===== config.mk =====
export PLATFORM = sky130hd
export DESIGN_NAME = etapa_if_param
export DESIGN_NICKNAME = d
export VERILOG_FILES = /design/src/rtl/etapa_if_param.sv
export SDC_FILE = /design/constraint.sdc
export NUM_CORES = 1
export LEC_CHECK = 0
export CAP_MARGIN = 10
export CORE_MARGIN = 3
export CORE_UTILIZATION = 40
export DETAILED_ROUTE_END_ITERATION = 16
export HOLD_SLACK_MARGIN = 0.06
export PLACE_DENSITY = 0.82
export SLEW_MARGIN = 20
export SYNTH_ARGS = -nofsm -noshare
export SYNTH_HDL_FRONTEND = slang
export SYNTH_SLANG_ARGS = --single-unit
export TNS_END_PERCENT = 30

===== constraint.sdc =====
create_clock -name clk -period 1.8 [get_ports clk]
set_input_delay 0.45 -clock clk [delete_from_list [all_inputs] [get_ports clk]]
set_output_delay 0.45 -clock clk [all_outputs]
set_load 0.02 [all_outputs]

===== src/rtl/etapa_if_param.sv =====
// Instruction-fetch stage. On start it picks an algorithm's first address from
// a parameter table, then fetches that algorithm sequentially from an external
// synchronous ROM. Decode can stall the fetch, redirect it with a taken branch,
// or the control unit can abort it. A fetched HALT_WORD ends the algorithm.
//
// Ports:
//   clk, rst_n          clock, asynchronous active-low reset
//   start, alg_sel      begin algorithm alg_sel (sampled only while idle)
//   abort               return to idle immediately, no done pulse
//   stall               decode back-pressure, freezes the fetch
//   branch_taken/target redirect from decode (ignored while stalled)
//   rom_addr, rom_data  ROM port, one-cycle read latency
//   instr, instr_valid, instr_pc   instruction presented to decode
//   busy                running an algorithm
//   done                one-cycle pulse after the halt word is consumed
//   err                 one-cycle pulse when start names an unknown algorithm
module etapa_if_param #(
  parameter int unsigned PC_W    = 6,
  parameter int unsigned INSTR_W = 14,
  parameter int unsigned SEL_W   = 3,
  parameter int unsigned NUM_ALG = 8,
  parameter logic [NUM_ALG*PC_W-1:0] ALG_TABLE =
    {6'd29, 6'd20, 6'd16, 6'd12, 6'd8, 6'd4, 6'd0, 6'd0},
  parameter logic [INSTR_W-1:0] HALT_WORD = 14'h3FFF
) (
  input  logic               clk,
  input  logic               rst_n,
  input  logic               start,
  input  logic [SEL_W-1:0]   alg_sel,
  input  logic               abort,
  input  logic               stall,
  input  logic               branch_taken,
  input  logic [PC_W-1:0]    branch_target,
  output logic [PC_W-1:0]    rom_addr,
  input  logic [INSTR_W-1:0] rom_data,
  output logic [INSTR_W-1:0] instr,
  output logic               instr_valid,
  output logic [PC_W-1:0]    instr_pc,
  output logic               busy,
  output logic               done,
  output logic               err
);

  typedef enum logic {
    S_IDLE = 1'b0,
    S_RUN  = 1'b1
  } state_t;

  state_t            state_q;
  logic [PC_W-1:0]   pc_q;        // address being issued to the ROM
  logic [PC_W-1:0]   instr_pc_q;  // address of the word now on rom_data
  logic              vld_q;       // rom_data holds a live (non-squashed) fetch
  logic              done_q;
  logic              err_q;

  logic              sel_ok;
  logic              is_halt;
  logic              halt_hit;

  // Start address of algorithm sel; unknown indices return zero (never used).
  function automatic logic [PC_W-1:0] start_addr(input logic [SEL_W-1:0] sel);
    logic [PC_W-1:0] a;
    a = '0;
    for (int unsigned k = 0; k < NUM_ALG; k++) begin
      if (sel == SEL_W'(k)) a = ALG_TABLE[k*PC_W +: PC_W];
    end
    return a;
  endfunction

  assign sel_ok   = (32'(alg_sel) < NUM_ALG);
  assign is_halt  = (rom_data == HALT_WORD);
  assign halt_hit = vld_q && is_halt && !stall;

  // While stalled the ROM re-reads the presented address so instr holds steady.
  assign rom_addr    = (state_q == S_RUN && stall) ? instr_pc_q : pc_q;
  assign instr       = rom_data;
  assign instr_valid = vld_q && !is_halt && (state_q == S_RUN);
  assign instr_pc    = instr_pc_q;
  assign busy        = (state_q == S_RUN);
  assign done        = done_q;
  assign err         = err_q;

  // Fetch control: priority abort > halt > branch > stall > sequential fetch.
  always_ff @(posedge clk or negedge rst_n) begin
    if (!rst_n) begin
      state_q    <= S_IDLE;
      pc_q       <= '0;
      instr_pc_q <= '0;
      vld_q      <= 1'b0;
      done_q     <= 1'b0;
      err_q      <= 1'b0;
    end else begin
      done_q <= 1'b0;
      err_q  <= 1'b0;
      case (state_q)
        S_IDLE: begin
          vld_q <= 1'b0;
          if (start) begin
            if (sel_ok) begin
              pc_q    <= start_addr(alg_sel);
              state_q <= S_RUN;
            end else begin
              err_q <= 1'b1;
            end
          end
        end
        S_RUN: begin
          if (abort) begin
            state_q <= S_IDLE;
            vld_q   <= 1'b0;
          end else if (halt_hit) begin
            state_q <= S_IDLE;
            vld_q   <= 1'b0;
            done_q  <= 1'b1;
          end else if (branch_taken && !stall) begin
            // The word fetched from pc_q arrives next cycle and is squashed.
            pc_q       <= branch_target;
            instr_pc_q <= pc_q;
            vld_q      <= 1'b0;
          end else if (!stall) begin
            instr_pc_q <= pc_q;
            pc_q       <= pc_q + PC_W'(1);
            vld_q      <= 1'b1;
          end
        end
        default: begin
          state_q <= S_IDLE;
          vld_q   <= 1'b0;
        end
      endcase
    end
  end

endmodule


==> summary.md, run 1 <==
| Metric | Value |
|---|---|
| Upper clock frequency limit | 534.9 MHz |
| Post-synth top area cell | dfrtp_1 |
| Unrepaired setup endpoints after global routing | yes |
| Proportion of netlist area held by the largest area contributor | 32.33% |
| Hold slack | 450.0 ps |
| Synth area leaders | dfrtp_1 32%, buf_4 9.7%, mux2_4 6.5% |
| Max incr delay on CP | 440 ps |
| CP cell instances | nand2_4, buf_12, mux2_4, buf_6 |
| Post-layout instance area | 1859 µm² |
| Outcome | finished, violations left |
| CTS root buf | clkbuf_4 |
| Fraction of registers with async set/reset | 100.0% |
| WL final | 3549 µm |
| Synthesized netlist cell count | 115 |
| Final setup fails | 4 |
| Post-Syn Nets | 145 |
| #FFs+latches synth | 15 |
| DP Wirelength | 2783 µm |
| Worst skew pair latency | 300 ps |
| Final antenna-violating net count | 0 |
| Via count | 1178 |
| Boundary Pins | 59 |
| Primary FF master, synth | dfrtp_1 |
| Syn avg cell area | 10.10 µm² |
| Setup WS post-layout | -69.60 ps |
| Post-synth EDFFs | 0 |
| Slowest cell on the critical path | dfrtp_1 |
| Max Slew Vio Count | 0 |
| Commonest non-fill, non-tap cell in the layout | clkdlybuf4s50_1 |
| Global-route wire length before repair | 5609 µm |
| Layout cells sized above 1 | 32.60% |
| DR vias/cell | 5.583 |
| Failing checks | negative setup slack |
| Final period demand of the worst path | 1870 ps |
| Final core occ | 71.17% |
| Most frequent cells in the layout | 25 x clkdlybuf4s50_1, 22 x buf_4, 17 x dlygate4sd2_1 |
| Final net count | 212 |
| Clk sinks | 15 |
| Wirelength per Cell | 16.82 µm |
| CTS Buf Count | 3 |
| Die height | 59.88 µm |
| Pin count of the biggest net entering global routing | 16 |
| Tightest Hold Check Type | in2async |
| Critical Path Start | busy |
| First-pass detailed-route iteration total | 4 |
| CTS clock-pin slew for the worst setup and hold paths | 100 ps |
| CTS tree | done |
| Crit path kind | reg2out |
| P_leak | 0.9119 nW |
| Initial Util | 44.44% |
| RR Startpoint | busy |
| Reg2reg setup slack | 30 ps |
| GP Congestion | 0.8856 |
| Worst Path Required | 1350 ps |
| Initial antenna violation count | 0 |
| IO Port Bufs | 57 |
| Iteration-0 DRC Markers | 50 |
| GR Overflow Total | 0 |
| CP delay by family, top | flip-flops |
| Startpoint types | register |
| H-tree levels | 1 |
| Die width | 59.88 µm |
| CP arrival | 1420 ps |
| Crit end category | output port |
| Max cap viols | 0 |
| DRC | 0 |
| WP buf/inv | 2 |
| Yosys warning total | 0 |
| Area Growth Syn to Fin | 60.13% |
| Total track usage | 21.15% |
| Worst clock skew | 2.077 ps |
| Longest Clk Path Bufs | 2 |
| Crit Path Max Fanout | 5 |
| Die Area | 3585 µm² |
| Final period util | 103.9% |
| Vias in the first global route | 1217 |
| VDD IR max | 1.017 mV |
| Unique masters post-synth | 42 |
| Pwr dens | 868.6 nW/µm² |
| Synth Cell Area | 1161 µm² |
| CTS Hold Bufs | 0 |
| Hold Violations, Final | 0 |
| N_diodes | 0 |
| Core ar. | 2613 µm² |
| Rows | 18 |
| Post-synthesis sequential area ratio | 32.33% |
| Placed instance area | 1805 µm² |
## synthesized netlist by cell type, drive strengths merged, types with 3 or more instances
cell and n:
mux2 14, nor2b 3, o221ai 3, buf 16, nand2b 4, nor2 5, nor4 3, and3 4
a21oi 4, nand4 4, o21ai 6, nand2 8, dfrtp 15
## metal layers
metal  share of wire (%)  track usage, %
met2                  54           38.89
met4                 2.1           9.177
met1                  37           23.44
met5                   0               0
met3                 7.4           3.672
## worst register-to-register path, cell delays in order, from the launching register on
cell     delay (ps)
dfrtp_1         430
buf_4           210
or3b_4          460
nor2_4          240
mux2_4          330
## repair_timing
item,in CTS,in global routing
endpoints found under the hold margin,0,0
pin swaps,6,0
setup endpoints to repair,36,19
resized for setup,65,14
setup buffers,1,0
## sequential cells by signal, summed over array words and instances (netlist names)
name,flops
vld_q,1
instr_pc,6
pc_q,6
done,1
busy,1
## report_power, final
group          leakage [nW]  total [mW]  internal [mW]  switching, mW
Combinational         0.701       0.898          0.481          0.417
Clock                0.0177       0.214         0.0830          0.131
Sequential            0.193       0.503          0.431         0.0726
Total                 0.912        1.61          0.995          0.620
## final timing paths
kind / to / cells past startpoint
max: rom_addr[1] / 4
min: pc_q[3] / 2
max reg2reg: instr_pc[3] / 4
min reg2reg: instr_pc[4] / 1
max in group asynchronous: instr_pc[2] / 2
min in group clk: instr_pc[4] / 1
## per-stage QoR
step | power [mW] | setup TNS, ps | setup WS [ps] | std cells
final | 1.615 | -188.0 | -69.60 | 211
after global routing | 1.702 | -646.6 | -127.6 | 211
after CTS | 1.607 | -183.2 | -64.93 | 211
after detailed placement | 1.393 | -14870 | -697.6 | 206
after global placement | 1.365 | -14030 | -625.7 | 206
after floorplan | 0.9535 | 0 | 65.43 | 115
## kinds of logic (layout without fill, tap and decap cells)
| kind of cell | Yosys count | in the layout | share of synthesized area, % |
|---|---|---|---|
| other cells | 1 | 1 | 0.3230 |
| fa+ha+maj | 2 | 2 | 1.940 |
| compound gates | 20 | 20 | 11.85 |
| simple gates | 43 | 43 | 26.51 |
| xor+xnor | 1 | 1 | 0.7544 |
| flops | 15 | 15 | 32.33 |
| mux | 14 | 14 | 15.19 |
| buf+inv | 19 | 85 | 11.10 |
## cell type report
class,count,area [µm²]
clock buffers,3,22.52
repair buffers,79,723.2
well taps,30,37.54
fillers,205,753.2
flip-flops and latches,15,375.4
clock inverters,1,5.005
inverters,2,7.507
multi-input cells,81,688.2
Power figures use the tool's default switching activity.
==> run 2, diff against run 1 <==
ABC_CLOCK_PERIOD_IN_PS = 1500   (was default)
CORE_UTILIZATION = 36   (was 40)
MAX_ROUTING_LAYER = met4   (was default)
PLACE_DENSITY = 0.78   (was 0.82)
clock period = 1.5 ns   (was 1.8 ns; I/O delays follow)
==> run 2 against run 1 <==
  * The flow still finishes with violations (negative setup slack)
  * Global-route usage down 1.2 points
  * Flip-flop and latch count unchanged
  * Count of clock-buffer cells in the layout unchanged
  * Clock skew about the same
  * Total power up 30%
  * Critical endpoint is now rom_addr[5]
==> summary.md, run 2 (same netlist as run 1, synthesis figures left out) <==
| Metric | Value |
|---|---|
| Reg2reg setup slack | -150 ps |
| First-pass detailed-route iteration total | 4 |
| Hold Violations, Final | 0 |
| Worst Path Required | 1120 ps |
| Max Slew Vio Count | 0 |
| Total track usage | 19.95% |
| Final period demand of the worst path | 1725 ps |
| Commonest non-fill, non-tap cell in the layout | buf_4 |
| Area Growth Syn to Fin | 78.23% |
| Post-layout instance area | 2069 µm² |
| Worst clock skew | 2.374 ps |
| Startpoint types | register |
| Worst skew pair latency | 300 ps |
| Final period util | 115.0% |
| Final antenna-violating net count | 0 |
| Final net count | 228 |
| Layout cells sized above 1 | 50.25% |
| Placed instance area | 1943 µm² |
| Core ar. | 2900 µm² |
| Unrepaired setup endpoints after global routing | yes |
| Final setup fails | 20 |
| CTS tree | done |
| Iteration-0 DRC Markers | 55 |
| Outcome | finished, violations left |
| DRC | 0 |
| Via count | 1239 |
| Final core occ | 71.35% |
| Die height | 62.79 µm |
| CP arrival | 1350 ps |
| CTS Buf Count | 3 |
| WL final | 3909 µm |
| Initial Util | 40.03% |
| H-tree levels | 1 |
| Fin Setup TNS | -2747 ps |
| Clk sinks | 15 |
| Worst slack, placed | -862.1 ps |
| CTS root buf | clkbuf_4 |
| IO Port Bufs | 57 |
| Pwr dens | 1013 nW/µm² |
| GR Overflow Total | 0 |
| GP Congestion | 0.8689 |
| P_leak | 0.9888 nW |
| Inst Count DP | 230 |
| Failing checks | negative setup slack |
| DP Wirelength | 3010 µm |
| Rows | 19 |
| DR vias/cell | 5.184 |
| Longest Clk Path Bufs | 2 |
| Setup WS post-layout | -224.9 ps |
| Vias in the first global route | 1221 |
| Fin cells | 239 |
| Most frequent cells in the layout | 33 x buf_4, 16 x dlygate4sd2_1, 14 x mux2_4, 14 x dfrtp_1, 13 x clkdlybuf4s50_1 |
| Crit end category | output port |
| Die Area | 3943 µm² |
| VDD IR max | 0.6203 mV |
| Crit path kind | reg2out |
| N_diodes | 0 |
| Wirelength per Cell | 16.36 µm |
| Initial antenna violation count | 0 |
| Global-route wire length before repair | 6023 µm |
| Hold slack | 387.8 ps |
| Design Power | 2.096 mW |
| Tightest Hold Check Type | in2async |
| Upper clock frequency limit | 579.8 MHz |
| Boundary Pins | 59 |
| Crit Path Max Fanout | 6 |
| CTS clock-pin slew for the worst setup and hold paths | 100 ps |
| Die width | 62.79 µm |
| Pin count of the biggest net entering global routing | 16 |
| Max cap viols | 0 |
==> run 2: cell count changes in the layout (fill, tap and decap cells not counted), sizes merged <==
cell           delta
clkbuf            +3
buf              +17
dlygate4sd2       -1
clkdlybuf4s50    -12
clkdlybuf4s15    +12
dlymetal6s2s      -3
==> run 2: routing by layer <==
layer	track usage, %	vias up	share of wire (%)
met5	-	-	0
met4	7.713	0	3.0
met3	3.058	12	4.0
met2	37.15	47	55
met1	20.95	603	38
li1	-	577	-
==> run 2: critical path, cell delays in order (launching register included) <==
cell     delay, ps
dfrtp_2        450
nand2_4        140
mux2_4         320
buf_6          130
==> run 2: path summary, 6_finish.rpt <==
path                               end         from  cells past startpoint
setup / recovery           rom_addr[5]         busy                      3
setup reg to reg           instr_pc[2]         busy                      4
hold / removal                 pc_q[1]        rst_n                      2
min in group clk           instr_pc[3]  instr_pc[3]                      2
max in group asynchronous         busy        rst_n                      2
hold reg to reg            instr_pc[3]  instr_pc[3]                      2
==> run 2: area by class of cell <==
| type | instances | area (µm²) |
|---|---|---|
| clock buffer | 3 | 22.52 |
| clock inverter | 1 | 5.005 |
| fill | 211 | 830.8 |
| inverter | 2 | 7.507 |
| multi-input combinational | 81 | 763.2 |
| sequential | 15 | 376.6 |
| tap | 42 | 52.55 |
| timing repair buffer | 95 | 842.1 |
==> run 2: what timing repair did <==
| item | CTS | global route |
|---|---|---|
| buffers inserted | 5 | 0 |
| endpoints found under the setup margin | 44 | 27 |
| hold buffers | 0 | 0 |
| endpoints found under the hold margin | 0 | 0 |
| pin swaps | 8 | 1 |
| resized for setup | 125 | 11 |
==> run 2: report_power, final <==
| part | total [mW] | switching (mW) | internal (mW) | leakage [nW] |
|---|---|---|---|---|
| Sequential | 0.598 | 0.0800 | 0.518 | 0.192 |
| Combinational | 1.25 | 0.561 | 0.686 | 0.779 |
| Clock | 0.251 | 0.151 | 0.0997 | 0.0177 |
| Total | 2.10 | 0.793 | 1.30 | 0.989 |
